--- config.mk ---
export PLATFORM = sky130hd
export DESIGN_NAME = mac_cluster_drain
export DESIGN_NICKNAME = d
export VERILOG_FILES = /design/src/rtl/mac_cluster_drain.sv
export SDC_FILE = /design/constraint.sdc
export NUM_CORES = 1
export LEC_CHECK = 0
export ABC_AREA = 1
export CAP_MARGIN = 20
export CELL_PAD_IN_SITES_DETAIL_PLACEMENT = 0
export CELL_PAD_IN_SITES_GLOBAL_PLACEMENT = 1
export CORE_ASPECT_RATIO = 2
export CORE_MARGIN = 2
export CORE_UTILIZATION = 34
export CTS_CLUSTER_SIZE = 25
export DETAILED_ROUTE_END_ITERATION = 8
export GPL_TIMING_DRIVEN = 0
export PLACE_DENSITY = 0.79
export SLEW_MARGIN = 20
export SYNTH_ARGS = -nofsm -noshare
export SYNTH_HDL_FRONTEND = slang
export SYNTH_SLANG_ARGS = --single-unit
--- constraint.sdc ---
create_clock -name clk -period 1.76 [get_ports clk]
set_input_delay 0.528 -clock clk [delete_from_list [all_inputs] [get_ports clk]]
set_output_delay 0.528 -clock clk [all_outputs]
set_load 0.05 [all_outputs]
--- src/rtl/mac_cluster_drain.sv ---
// Result collector behind the MAC quad-cluster: counts enabled accumulate cycles,
// snapshots the cluster outputs after the pipeline settles, then streams the mode-relevant words.
`ifndef MAC_ACC_WIDTH
`define MAC_ACC_WIDTH 32
`endif

module mac_cluster_drain #(
    parameter int ACC_W = `MAC_ACC_WIDTH,
    parameter int CNT_W = 16,
    parameter int LAT   = 2
) (
    input  logic             clk,
    input  logic             rst,
    input  logic             start,
    input  logic [1:0]       mode,
    input  logic [CNT_W-1:0] len,
    input  logic             en_in,
    input  logic [ACC_W-1:0] in0,
    input  logic [ACC_W-1:0] in1,
    input  logic [ACC_W-1:0] in2,
    input  logic [ACC_W-1:0] in3,
    output logic [ACC_W-1:0] out_data,
    output logic [1:0]       out_idx,
    output logic             out_last,
    output logic             out_valid,
    input  logic             out_ready,
    output logic             busy,
    output logic             overflow
);
    typedef enum logic [1:0] {IDLE, COUNT, SETTLE, DRAIN} state_t;

    state_t           r_state;
    logic [1:0]       r_mode;
    logic [CNT_W-1:0] r_len;
    logic [CNT_W-1:0] r_cnt;
    logic [3:0]       r_dly;
    logic [ACC_W-1:0] r_out_data;
    logic [1:0]       r_out_idx;
    logic             r_out_last;
    logic             r_out_valid;
    logic             r_busy;
    logic             r_overflow;

    logic [ACC_W-1:0] w_in   [4];
    logic [ACC_W-1:0] w_snap [4];
    logic             w_capture;
    logic             w_handshake;
    logic [1:0]       w_first_idx;
    logic [1:0]       w_next_idx;

    assign w_in[0] = in0;
    assign w_in[1] = in1;
    assign w_in[2] = in2;
    assign w_in[3] = in3;

    assign w_capture   = (r_state == SETTLE) && (r_dly == 4'd0);
    assign w_handshake = r_out_valid && out_ready;

    // Dual mode emits only the combined-pair results (1, 3); quad only the full sum (3).
    always_comb begin
        w_first_idx = 2'd0;
        case (r_mode)
            2'b01:   w_first_idx = 2'd1;
            2'b10:   w_first_idx = 2'd3;
            default: w_first_idx = 2'd0;
        endcase
    end

    assign w_next_idx = r_out_idx + ((r_mode == 2'b01) ? 2'd2 : 2'd1);

    genvar gi;
    generate
        for (gi = 0; gi < 4; gi++) begin : g_snap
            logic [ACC_W-1:0] r_snap;
            always_ff @(posedge clk) begin
                if (!rst) begin
                    r_snap <= '0;
                end else if (w_capture) begin
                    r_snap <= w_in[gi];
                end
            end
            assign w_snap[gi] = r_snap;
        end
    endgenerate

    always_ff @(posedge clk) begin
        if (!rst) begin
            r_state     <= IDLE;
            r_mode      <= 2'b00;
            r_len       <= '0;
            r_cnt       <= '0;
            r_dly       <= 4'd0;
            r_out_data  <= '0;
            r_out_idx   <= 2'd0;
            r_out_last  <= 1'b0;
            r_out_valid <= 1'b0;
            r_busy      <= 1'b0;
            r_overflow  <= 1'b0;
        end else begin
            case (r_state)
                IDLE: begin
                    if (start) begin
                        r_mode     <= (mode == 2'b11) ? 2'b00 : mode;
                        r_len      <= (len == '0) ? CNT_W'(1) : len;
                        r_cnt      <= '0;
                        r_overflow <= 1'b0;
                        r_busy     <= 1'b1;
                        r_state    <= COUNT;
                    end
                end
                COUNT: begin
                    if (en_in) begin
                        r_cnt <= r_cnt + CNT_W'(1);
                        if (r_cnt == r_len - CNT_W'(1)) begin
                            r_dly   <= 4'(LAT - 1);
                            r_state <= SETTLE;
                        end
                    end
                end
                SETTLE: begin
                    if (en_in) begin
                        r_overflow <= 1'b1;
                    end
                    if (r_dly == 4'd0) begin
                        // First word is the same value the snapshot captures on this edge.
                        r_out_valid <= 1'b1;
                        r_out_idx   <= w_first_idx;
                        r_out_data  <= w_in[w_first_idx];
                        r_out_last  <= (r_mode == 2'b10);
                        r_state     <= DRAIN;
                    end else begin
                        r_dly <= r_dly - 4'd1;
                    end
                end
                DRAIN: begin
                    if (en_in) begin
                        r_overflow <= 1'b1;
                    end
                    if (w_handshake) begin
                        if (r_out_last) begin
                            r_out_valid <= 1'b0;
                            r_out_last  <= 1'b0;
                            r_busy      <= 1'b0;
                            r_state     <= IDLE;
                        end else begin
                            r_out_idx  <= w_next_idx;
                            r_out_data <= w_snap[w_next_idx];
                            r_out_last <= (w_next_idx == 2'd3);
                        end
                    end
                end
                default: r_state <= IDLE;
            endcase
        end
    end

    assign out_data  = r_out_data;
    assign out_idx   = r_out_idx;
    assign out_last  = r_out_last;
    assign out_valid = r_out_valid;
    assign busy      = r_busy;
    assign overflow  = r_overflow;
endmodule

==> results.txt, run 1 <==
----------------------------------------------------
[CTS]
  Number of buffers added by the clock tree synthesis step ... 22
  Clock Path Buffers ... 3
  Clock-pin slew reported for the worst setup and hold paths after clock tree synthesis ... 70 ps
  Number of clock sinks ... 206
  H-tree depth ... 1
  Quantity of hold-fixing buffers added after cts ... 0
  CTS Root Buffer Type ... clkbuf_16
  Clock latency reported for the late side of the worst-skew pair ... 530 ps
  TritonCTS clock tree ... done

[Timing]
  Final setup margin ... -209 ps
  Total negative setup slack ... -11,400 ps
  Number of endpoints failing setup at the final stage ... 156
  Setup repair after global routing missed its margin ... true
  Fmax ... 508 MHz
  Worst setup skew after layout ... 8.43 ps
  Final cycle utilization of the critical path ... 1.12
  Shortest period the worst path allows ... 1970 ps
  Worst-margin pin slew ... 928 ps
  Worst slew margin relative to its limit ... 0.382
  WHS ... 452 ps
  Max Transition Viols Final ... 0
  Hold violation count in the final report ... 0

[Run]
  Max Cap Viol ... 0

[Drt]
  Total vias in the final route ... 11,900
  Drt wl/cell ... 22.1 um
  Top layer reached by signal wires ... met4
  Count of antenna-violating nets left after detailed routing ... 0
  Detailed Routing Iterations Pass 1 ... 5
  Violation count after the first detailed-routing iteration ... 791
  Routed wire length ... 47,700 um
  Detailed-routing wirelength on met1 ... 15,600 um
  Met3 wirelength from detailed routing ... 2850 um
  Routed vias/inst ... 5.49
  Remaining routing DRC violations ... 0
  Sum of met2 wire segment lengths after detailed routing ... 25,200 um

[Setup path]
  Worst setup path category ... in2reg
  Slowest stage cell, crit path ... clkdlybuf4s50_1
  Highest fanout seen on the critical path ... 4
  Worst Reg2Reg Path Length in Cells ... 13
  Reg2Reg Capture Point ... r_cnt[11]$_SDFFE_PN0P_
  Arrival time worst endpoint ... 2420 ps
  Nature of the critical path startpoint ... input pin
  Delay of the slowest cell on the worst path ... 520 ps
  Worst-case register-to-register setup slack ... -200 ps
  Critical path's most frequent cell ... nand2_4
  Top Family by Delay on Critical Path ... simple AND/OR/NAND/NOR gates
  Worst setup EP type ... register
  Reg-to-reg startpoint ... r_state[0]$_SDFFE_PN0P_
  Cell breakdown of the critical path ... clkdlybuf4s50_1, inv_1, nand2_4, nand2_4, nor2_4, nand2_4, nor3_4, nand3_2, nor2_4, buf_4, buf_6, o21ai_2, a21oi_1
  Number of buffers and inverters on the critical path ... 4
  Data required time of the critical path ... 2210 ps

[Yosys]
  Post-synthesis cell area ... 10,400 um^2
  Post-synthesis sequential element count ... 206
  Post-synth cell types ... 40
  Synthesized netlist cell count ... 1,520
  Most frequently used flop master after synthesis ... dfxtp_1
  Post-synth EDFFs ... 0
  Share of synthesized flip-flops with an asynchronous set or reset ... 0
  Mean post-synth cell area ... 6.83 um^2
  Post-Synthesis Net Count ... 1,681
  Warnings from Yosys ... 0
  Sequential-to-total area share from yosys stat ... 0.397

[GRT]
  Maximum number of pins on one net before global-route repair ... 15
  Number of antenna violations at the first check in global routing ... 0
  Total congestion overflow ... 0
  Number of global-route vias before repair ... 12,100
  Overall global routing resource usage ... 0.284
  Wire length of the first global-routing pass ... 68,800 um

[Die]
  Initial core utilization ... 0.344
  Number of top-level design ports ... 189
  Placeable Area ... 30,200 um^2
  FP Rows ... 90
  Full die area ... 32,100 um^2
  Die X-Extent ... 128 um
  Die height ... 251 um

[Status]
  Violations in the final reports ... negative setup slack
  Status ... finished with violations

[Layout]
  Fill cells ... 3,034
  Final design area excluding fillers ... 15,000 um^2
  Number of nets in the finished design ... 1,937
  Number of antenna repair diodes ... 0
  Share of cells above drive strength 1 ... 0.195
  Layout overhead on the synthesized area ... 44.7%

[Place]
  Port Buffer Count ... 187
  Placed standard-cell area ... 12,800 um^2
  GPL Wtd Cong ... 0.916
  Post-DP HPWL ... 34,400 um
  Worst slack, placed ... -840 ps

[Pwr]
  Cell leakage power ... 5.97 nW
  Ratio of total power to cell area ... 1840 nW/um^2
  Overall power of the completed layout ... 0.0277 W
  Worst ir drop on vdd ... 0.871 mV

[Min path]
  Launch point of the worst hold path ... g_snap[2].r_snap[18]$_SDFFE_PN0P_
  Hold Path Sink ... g_snap[2].r_snap[18]$_SDFFE_PN0P_
  Type of the worst min-delay path ... reg2reg
  Number of cells on the worst hold path ... 2

----------------------------------------------------
[timing repair]
action	4_1_cts	5_1_grt
buffers inserted	20	15
resized for setup	430	127
gates cloned	8	4
pin swaps	37	34
endpoints found under the setup margin	228	194
[stage by stage]
step | cells | utilization
floorplan | 1520 | -
global placement | 2075 | 0.424
detailed placement | 2075 | 0.424
CTS | 2142 | 0.480
global route | 2160 | 0.498
finish | 2160 | 0.498
[layer usage]
| layer | global-route usage | up-vias |
|---|---|---|
| met5 | 0 | - |
| met4 | 0.224 | 0 |
| met3 | 0.0351 | 190 |
| met2 | 0.527 | 577 |
| met1 | 0.277 | 5493 |
| li1 | - | 5601 |
[worst max path at each step]
stage	start	to	slack [ps]	cells past startpoint
after floorplan	r_mode[1]$_SDFFE_PN0P_	out_data[28]$_SDFFE_PN0P_	1	11
after global routing	r_state[0]$_SDFFE_PN0P_	r_cnt[14]$_SDFFE_PN0P_	-290	16
after global placement	start	r_cnt[14]$_SDFFE_PN0P_	-850	16
after CTS	r_len[0]$_SDFFE_PN0P_	r_dly[3]$_SDFFE_PN0P_	-210	17
after detailed placement	en_in	r_cnt[14]$_SDFFE_PN0P_	-840	16
final	en_in	r_cnt[11]$_SDFFE_PN0P_	-210	13
[where the power goes]
| part | switching, W | leakage, nW | internal (W) |
|---|---|---|---|
| Sequential | 0.000776 | 1.68 | 0.00610 |
| Combinational | 0.00960 | 3.89 | 0.00593 |
| Clock | 0.00209 | 0.405 | 0.00318 |
[synth_stat cells, types with 2 or more instances]
| cell | number | area, um^2 |
|---|---|---|
| a211oi_1 | 12 | 90.1 |
| nor3_1 | 5 | 25.0 |
| dfxtp_1 | 206 | 4120 |
| nand3_2 | 2 | 20.0 |
| xor2_1 | 6 | 52.6 |
| a31oi_1 | 3 | 18.8 |
| nand4_1 | 4 | 25.0 |
| nor2_1 | 270 | 1010 |
| nand2_2 | 3 | 18.8 |
| nand2_4 | 2 | 22.5 |
| nor4_1 | 4 | 25.0 |
| a221oi_1 | 33 | 289 |
| nor2_4 | 4 | 45.0 |
| o21ai_1 | 2 | 10.0 |
| ha_1 | 10 | 125 |
| o22ai_1 | 30 | 188 |
| o21ai_0 | 218 | 1090 |
| a21oi_1 | 133 | 666 |
| xnor2_1 | 10 | 87.6 |
| buf_1 | 8 | 30.0 |
| buf_2 | 14 | 70.1 |
| clkinv_1 | 4 | 15.0 |
| o32ai_1 | 2 | 17.5 |
| nand3_1 | 38 | 190 |
| nand3b_1 | 2 | 15.0 |
| inv_2 | 6 | 22.5 |
| nor2_2 | 8 | 50.1 |
| o211ai_1 | 51 | 383 |
| clkbuf_1 | 85 | 319 |
| inv_1 | 147 | 552 |
| nand2_1 | 189 | 709 |
[area by class of cell]
type	instances	area, um^2	area share
inverters	157	629	0.0419
plain buffers	106	982	0.0653
clock inverters	11	159	0.0106
flip-flops and latches	206	4140	0.275
multi-input cells	1050	5810	0.386
repair buffers	233	2210	0.147
well taps	368	460	0.0306
clock buffers	29	648	0.0431
[registers in the layout, summed over array words and instances (netlist names)]
name	cells
busy	1
g_snap.r_snap	128
out_data	32
out_idx	2
out_last	1
out_valid	1
overflow	1
r_cnt	16
r_dly	4
r_len	16
r_mode	2
r_state	2
[worst reg2reg max path, delay by kind of cell (launching register included)]
family | cells | cell delay, ps
fa+ha+maj | 1 | 180
simple gates | 7 | 920
buf+inv | 3 | 260
flops | 1 | 390
compound gates | 2 | 140
[logic make-up after synthesis]
logic type	Yosys count	share of synthesized area
AOI/OAI and AO/OA	486	0.267
xor gates and xnor gates	16	0.0135
adders and majority gates	10	0.0120
buffers and inverters	265	0.0978
DFF	206	0.397
and+or+nand+nor	537	0.213
[cells in the final DEF, fill, tap and decap left out, drive strengths merged, types with 10 or more instances in the layout]
master / instances
a21oi: 133
ha: 10
nand2: 195
buf: 108
nand3: 40
o22ai: 30
xnor2: 10
clkbuf: 110
o211ai: 51
nor2: 282
a221oi: 33
o21ai: 221
a211oi: 12
clkdlybuf4s50: 149
clkinv: 10
inv: 153
dfxtp: 206
(Power assumes the default switching activity.)
==> run 2, diff against run 1 <==
CORE_UTILIZATION = 37   (was 34)
PLACE_DENSITY = 0.82   (was 0.79)
SLEW_MARGIN = 30   (was 20)
clock period = 1.9 ns   (was 1.76 ns; I/O delays follow)
==> run 2 against run 1 <==
The run still ends with negative setup slack left. Clock skew up 5.2 ps. Combinational power is 9% lower. First-iteration DRC count grew 13%. Via count is 0.33% higher. Cell count shrank 0.97%. Largest cell class unchanged. Routed wire length shrank 2.4%. Critical endpoint is now out_data[2]$_SDFFE_PN0P_. Final area fell by 0.67%.
==> results.txt, run 2 (synthesis gave the netlist of run 1 again) <==
----------------------------------------------------
[Status]
  Status ... finished with violations
  Violations in the final reports ... negative setup slack

[Drt]
  Routed vias/inst ... 5.56 (+1.3%)
  Remaining routing DRC violations ... 0 (unchanged)
  Routed wire length ... 46,500 um (-2.4%)
  Total vias in the final route ... 11,900 (+0.33%)
  Violation count after the first detailed-routing iteration ... 897 (+13%)
  Count of antenna-violating nets left after detailed routing ... 0 (unchanged)
  Detailed Routing Iterations Pass 1 ... 5 (unchanged)
  Drt wl/cell ... 21.7 um (-1.4%)

[Setup path]
  Worst-case register-to-register setup slack ... -170 ps (+30 ps)
  Cell breakdown of the critical path ... inv_2, ha_4, inv_2, ha_4, buf_6, buf_4, buf_6, clkbuf_16, nand2_1, o211ai_1, nand3_1, a221oi_2
  Worst Reg2Reg Path Length in Cells ... 12 (-1)
  Data required time of the critical path ... 2330 ps (+120 ps)
  Reg-to-reg startpoint ... r_mode[1]$_SDFFE_PN0P_
  Worst setup EP type ... register
  Slowest stage cell, crit path ... dfxtp_2
  Highest fanout seen on the critical path ... 5 (+1)
  Worst setup path category ... reg2reg
  Delay of the slowest cell on the worst path ... 330 ps (-190 ps)
  Arrival time worst endpoint ... 2500 ps (+80 ps)
  Reg2Reg Capture Point ... out_data[2]$_SDFFE_PN0P_
  Nature of the critical path startpoint ... register

[Min path]
  Type of the worst min-delay path ... reg2reg
  Hold Path Sink ... g_snap[2].r_snap[14]$_SDFFE_PN0P_
  Number of cells on the worst hold path ... 2 (unchanged)
  Launch point of the worst hold path ... g_snap[2].r_snap[14]$_SDFFE_PN0P_

[Layout]
  Multi-input logic area ... 5810 um^2 (about the same)
  Fill cells ... 2,726 (-10%)
  Number of antenna repair diodes ... 0 (unchanged)
  Share of cells above drive strength 1 ... 0.193 (-0.00225)
  Footprint of the flip-flops and latches ... 4140 um^2 (unchanged)
  Commonest non-fill, non-tap cells in the layout ... 252 x nor2_1, 211 x o21ai_0, 195 x dfxtp_1
  Most common cell after layout, fill and taps aside ... nor2_1
  Number of nets in the finished design ... 1,932 (-0.26%)
  Non-filler instance count after layout ... 2,139 (-0.97%)
  Top reg by flops ... g_snap.r_snap
  Flip-flop count of the largest register, all copies and words added ... 128 (unchanged)
  Final design area excluding fillers ... 14,900 um^2 (-0.67%)
  Layout overhead on the synthesized area ... 43.8%

[Timing]
  Final cycle utilization of the critical path ... 1.09
  Number of endpoints failing setup at the final stage ... 38 (-76%)
  Fmax ... 483 MHz
  Worst setup skew after layout ... 13.6 ps (+5.16 ps)
  Final setup margin ... -171 ps (+38.2 ps)
  Worst slew margin relative to its limit ... 0.298 (-0.0840)
  Worst-margin pin slew ... 1050 ps (+126 ps)
  Hold violation count in the final report ... 0 (unchanged)
  Total negative setup slack ... -3030 ps (+8370 ps)
  Max Transition Viols Final ... 0 (unchanged)
  Shortest period the worst path allows ... 2070 ps
  Setup repair after global routing missed its margin ... true

[CTS]
  TritonCTS clock tree ... done
  Clock-pin slew reported for the worst setup and hold paths after clock tree synthesis ... 60 ps (about the same)
  H-tree depth ... 1 (unchanged)
  Clock latency reported for the late side of the worst-skew pair ... 530 ps (about the same)
  Clock Path Buffers ... 3 (unchanged)
  CTS Root Buffer Type ... clkbuf_16
  Number of clock sinks ... 206 (unchanged)
  Number of buffers added by the clock tree synthesis step ... 22 (unchanged)

[GRT]
  Overall global routing resource usage ... 0.311 (+0.0271)
  Number of antenna violations at the first check in global routing ... 0 (unchanged)
  Wire length of the first global-routing pass ... 68,500 um (-0.47%)
  Total congestion overflow ... 0 (unchanged)
  Number of global-route vias before repair ... 12,200 (+1.4%)
  Maximum number of pins on one net before global-route repair ... 15 (unchanged)

[Pwr]
  Cell leakage power ... 5.76 nW (-3.5%)
  Worst ir drop on vdd ... 0.936 mV (+7.5%)
  Ratio of total power to cell area ... 1680 nW/um^2 (-8.9%)

[Place]
  Port Buffer Count ... 187 (unchanged)
  Post-DP HPWL ... 33,500 um (-2.4%)
  Placed standard-cell area ... 12,700 um^2 (-0.62%)
  Placed Cells incl. Taps ... 2,059 (-0.77%)
  GPL Wtd Cong ... 0.927 (+1.3%)

[Die]
  FP Rows ... 86 (-4.4%)
  Number of top-level design ports ... 189 (unchanged)
  Placeable Area ... 27,500 um^2 (-8.7%)
  Full die area ... 29,500 um^2 (-7.9%)
  Die height ... 241 um (-4.1%)
  Initial core utilization ... 0.377 (+0.0329)
  Die X-Extent ... 122 um (-4.0%)

[Run]
  Max Cap Viol ... 0 (unchanged)

----------------------------------------------------
## run 2: cell count changes in the layout (fill, tap and decap cells not counted), moves of 5 or more
| cell | before | now |
|---|---|---|
| nand2_1 | 171 | 163 |
| nor2_2 | 9 | 15 |
| inv_4 | 4 | 9 |
| clkdlybuf4s15_2 | 0 | 34 |
| buf_2 | 43 | 6 |
| clkbuf_1 | 18 | 27 |
| nor2_1 | 258 | 252 |
| o21ai_1 | 15 | 5 |
| o21ai_0 | 204 | 211 |
| inv_2 | 11 | 6 |
| nand2_2 | 13 | 21 |
| clkbuf_16 | 35 | 27 |
## run 2: repair_timing
item / CTS / global route
pin swaps: 45 / 30
hold buffers: 0 / 0
setup buffers: 32 / 3
cloned: 7 / 2
endpoints found under the setup margin: 221 / 140
resized for setup: 416 / 68
## run 2: metal layers
layer,wire length [um],track usage,vias up,share of wire
li1,-,-,5585,-
met1,15500,0.308,5546,0.33
met2,24600,0.573,566,0.53
met3,2620,0.0437,203,0.056
met4,3820,0.233,0,0.082
met5,0,0,-,0
## run 2: worst max-delay path: cells and delay by family (launching register included)
kind | cells | cell delay [ps]
simple gates | 2 | 230
fa+ha+maj | 2 | 410
buf+inv | 6 | 640
flops | 1 | 330
compound gates | 2 | 360
## run 2: cell type report
cell class / instances / share of cell area
tap: 352 / 0.0295
inverter: 157 / 0.0416
clock buffer: 32 / 0.0428
buffer: 105 / 0.0574
timing repair buffer: 229 / 0.156
clock inverter: 8 / 0.00637
sequential: 206 / 0.277
multi-input combinational: 1050 / 0.389
## run 2: worst max-delay path by stage
stage	end	start	depth (start not counted)
after detailed placement	r_cnt[14]$_SDFFE_PN0P_	start	16
final	out_data[2]$_SDFFE_PN0P_	r_mode[1]$_SDFFE_PN0P_	12
after global routing	out_data[25]$_SDFFE_PN0P_	r_mode[1]$_SDFFE_PN0P_	10
after CTS	out_data[27]$_SDFFE_PN0P_	r_mode[1]$_SDFFE_PN0P_	10
after floorplan	out_data[28]$_SDFFE_PN0P_	r_mode[1]$_SDFFE_PN0P_	11
after global placement	r_cnt[14]$_SDFFE_PN0P_	start	16
## run 2: power by group
group,leakage (nW),total (W),internal [W],switching [W]
sequential,1.68,0.00641,0.00565,0.000758
combinational,3.73,0.0141,0.00531,0.00877
clock,0.356,0.00455,0.00261,0.00194
## run 2: per-stage QoR
| stage | hold slack, ps | power [W] | util | worst slack [ps] |
|---|---|---|---|---|
| after floorplan | 424 | 0.0131 | - | 13.8 |
| after global routing | 464 | 0.0262 | 0.542 | -251 |
| after detailed placement | 440 | 0.0171 | 0.461 | -829 |
| final | 453 | 0.0250 | 0.542 | -171 |
| after CTS | 452 | 0.0243 | 0.535 | -120 |
| after global placement | 435 | 0.0170 | 0.461 | -817 |
==> run 3, diff against run 2 <==
SKIP_LAST_GASP = 1   (was default)
==> run 3 against run 2 <==
The flow still finishes with violations (negative setup slack). Routed wire length grew 0.43%. Hold slack lost 1.3 ps. Flip-flop and latch count is the same. First-iteration DRC count grew 0.33%. Critical endpoint unchanged. Highest routed layer unchanged.
==> results.txt, run 3 (synthesis gave the netlist of run 1 again) <==
----------------------------------------------------
[Place]
  Port Buffer Count ... 187 (unchanged)
  GPL Wtd Cong ... 0.927 (unchanged)
  Placed Cells incl. Taps ... 2,059 (unchanged)
  Post-DP HPWL ... 33,500 um (unchanged)

[GRT]
  Wire length of the first global-routing pass ... 68,500 um (about the same)
  Number of antenna violations at the first check in global routing ... 0 (unchanged)
  Maximum number of pins on one net before global-route repair ... 15 (unchanged)
  Number of global-route vias before repair ... 12,200 (+0.074%)
  Total congestion overflow ... 0 (unchanged)
  Overall global routing resource usage ... 0.311 (about the same)

[Setup path]
  Slowest stage cell, crit path ... dfxtp_2
  Top Family by Delay on Critical Path ... buffers and inverters
  Number of buffers and inverters on the critical path ... 6 (unchanged)
  Delay of the slowest cell on the worst path ... 330 ps (about the same)
  Reg2Reg Capture Point ... out_data[2]$_SDFFE_PN0P_
  Cell breakdown of the critical path ... inv_2, ha_4, inv_2, ha_4, buf_6, buf_4, buf_6, clkbuf_16, nand2_1, o211ai_1, nand3_1, a221oi_2
  Worst setup path category ... reg2reg
  Source of the critical timing path ... r_mode[1]$_SDFFE_PN0P_
  Number of logic stages on the critical path including buffering ... 12 (unchanged)
  Arrival time worst endpoint ... 2500 ps (about the same)
  Worst Reg2Reg Path Length in Cells ... 12 (unchanged)
  Worst setup EP type ... register
  Nature of the critical path startpoint ... register
  Highest fanout seen on the critical path ... 5 (unchanged)
  Reg-to-reg startpoint ... r_mode[1]$_SDFFE_PN0P_
  Timing endpoint of the critical path ... out_data[2]$_SDFFE_PN0P_
  Worst-case register-to-register setup slack ... -170 ps (about the same)
  Data required time of the critical path ... 2330 ps (about the same)

[Layout]
  Top reg by flops ... g_snap.r_snap
  Share of cells above drive strength 1 ... 0.187 (-0.00504)
  End-of-flow core utilization ... 0.541 (-0.00145)
  Layout overhead on the synthesized area ... 43.4%
  Number of antenna repair diodes ... 0 (unchanged)
  Footprint of the flip-flops and latches ... 4140 um^2 (unchanged)
  Most common cell after layout, fill and taps aside ... nor2_1
  Number of nets in the finished design ... 1,932 (unchanged)
  Multi-input logic area ... 5780 um^2 (-0.58%)
  Flip-flop count of the largest register, all copies and words added ... 128 (unchanged)
  Commonest non-fill, non-tap cells in the layout ... 255 x nor2_1, 211 x o21ai_0, 195 x dfxtp_1
  Non-filler instance count after layout ... 2,139 (unchanged)
  Fill cells ... 2,726 (unchanged)

[Die]
  Initial core utilization ... 0.377 (unchanged)
  Die X-Extent ... 122 um (unchanged)
  Number of top-level design ports ... 189 (unchanged)
  Placeable Area ... 27,500 um^2 (unchanged)
  FP Rows ... 86 (unchanged)
  Full die area ... 29,500 um^2 (unchanged)
  Die height ... 241 um (unchanged)

[Timing]
  Number of endpoints failing setup at the final stage ... 40 (+5.3%)
  Worst-margin pin slew ... 1090 ps (+33.7 ps)
  Max Transition Viols Final ... 0 (unchanged)
  Final setup margin ... -168 ps (+3.11 ps)
  Shortest period the worst path allows ... 2070 ps (-3.11 ps)
  Worst setup skew after layout ... 16.2 ps (+2.61 ps)
  Hold violation count in the final report ... 0 (unchanged)
  Worst slew margin relative to its limit ... 0.275 (-0.0225)
  Setup repair after global routing missed its margin ... true
  Final cycle utilization of the critical path ... 1.09 (-0.00164)
  Fmax ... 484 MHz (+0.15%)

[CTS]
  Clock-pin slew reported for the worst setup and hold paths after clock tree synthesis ... 60 ps (about the same)
  H-tree depth ... 1 (unchanged)
  Clock Path Buffers ... 3 (unchanged)
  CTS Root Buffer Type ... clkbuf_16
  Number of buffers added by the clock tree synthesis step ... 22 (unchanged)
  Clock latency reported for the late side of the worst-skew pair ... 530 ps (about the same)
  Quantity of hold-fixing buffers added after cts ... 0 (unchanged)
  Number of clock sinks ... 206 (unchanged)
  TritonCTS clock tree ... done

[Pwr]
  Worst ir drop on vdd ... 0.927 mV (-0.98%)
  Cell leakage power ... 5.76 nW (about the same)
  Share of total power in combinational logic ... 0.562 (about the same)
  Clock share of power ... 0.182 (about the same)
  Total net switching power ... 0.0115 W (-0.12%)
  Register share of total power ... 0.256 (about the same)
  Share of total power consumed by net switching ... 0.458 (about the same)
  Ratio of total power to cell area ... 1680 nW/um^2 (+0.14%)
  Internal Dissipation ... 0.0136 W (-0.14%)

[Drt]
  Detailed Routing Iterations Pass 1 ... 5 (unchanged)
  Count of antenna-violating nets left after detailed routing ... 0 (unchanged)
  Routed vias/inst ... 5.60 (+0.57%)
  Violation count after the first detailed-routing iteration ... 900 (+0.33%)
  Routed wire length ... 46,700 um (+0.43%)
  Total vias in the final route ... 12,000 (+0.57%)
  Drt wl/cell ... 21.8 um (+0.43%)
  Remaining routing DRC violations ... 0 (unchanged)

[Min path]
  Type of the worst min-delay path ... reg2reg
  Launch point of the worst hold path ... g_snap[2].r_snap[14]$_SDFFE_PN0P_
  Number of cells on the worst hold path ... 2 (unchanged)

[Status]
  Violations in the final reports ... negative setup slack
  Status ... finished with violations

[Run]
  Max Cap Viol ... 0 (unchanged)

----------------------------------------------------
## run 3: cell counts in the layout (fill, tap and decap cells not counted)
Identical to the previous run, type by type.
## run 3: through the flow
step | cell area [um^2] | setup TNS [ps] | power (W) | hold slack, ps | setup WS [ps]
global placement | 12700 | -102520 | 0.0170 | 435 | -817
CTS | 14700 | -1690 | 0.0243 | 452 | -120
global route | 14900 | -6940 | 0.0261 | 464 | -250
finish | 14900 | -3520 | 0.0250 | 452 | -168
floorplan | 10400 | 0 | 0.0131 | 424 | 13.8
detailed placement | 12700 | -108390 | 0.0171 | 440 | -829
## run 3: worst min-delay path by stage
stage                     slack (ps)                                 to
after floorplan                  420  g_snap[2].r_snap[10]$_SDFFE_PN0P_
after global placement           430  g_snap[2].r_snap[18]$_SDFFE_PN0P_
after detailed placement         440   g_snap[2].r_snap[1]$_SDFFE_PN0P_
after CTS                        450  g_snap[2].r_snap[12]$_SDFFE_PN0P_
after global routing             460  g_snap[2].r_snap[18]$_SDFFE_PN0P_
final                            450  g_snap[2].r_snap[14]$_SDFFE_PN0P_
## run 3: power by group through the flow
stage	registers (W)	logic (W)	clock network [W]
after CTS	0.00637	0.0133	0.00457
after global placement	0.00637	0.0106	0
after floorplan	0.00734	0.00574	0
final	0.00640	0.0141	0.00454
after global routing	0.00651	0.0149	0.00473
after detailed placement	0.00639	0.0107	0
## run 3: final cells by class
cell class	count	area share
plain buffers	105	0.0571
clock buffers	32	0.0429
clock inverters	8	0.00638
inverters	157	0.0418
multi-input cells	1050	0.388
flip-flops and latches	206	0.278
well taps	352	0.0296
repair buffers	229	0.156
## run 3: worst min-delay path: cells and delay by family (launching register included)
kind,cells,cell delay (ps)
compound gates,1,50
buf+inv,1,60
flops,1,300
## run 3: what timing repair did
action | in CTS | in global routing
endpoints found under the hold margin | 0 | 0
setup endpoints to repair | 221 | 150
buffers inserted | 32 | 3
resized for setup | 409 | 66
pin swaps | 45 | 30
gates cloned | 7 | 2
## run 3: per-layer routing
layer  up-vias  global-route usage  part of all wire  routed length, um
li1       5592                   -                 -                  -
met3       208              0.0421             0.063               2930
met2       601               0.574              0.53              24700
met1      5567               0.309              0.33              15400
met4         0               0.232             0.080               3740
met5         -                   0                 0                  0
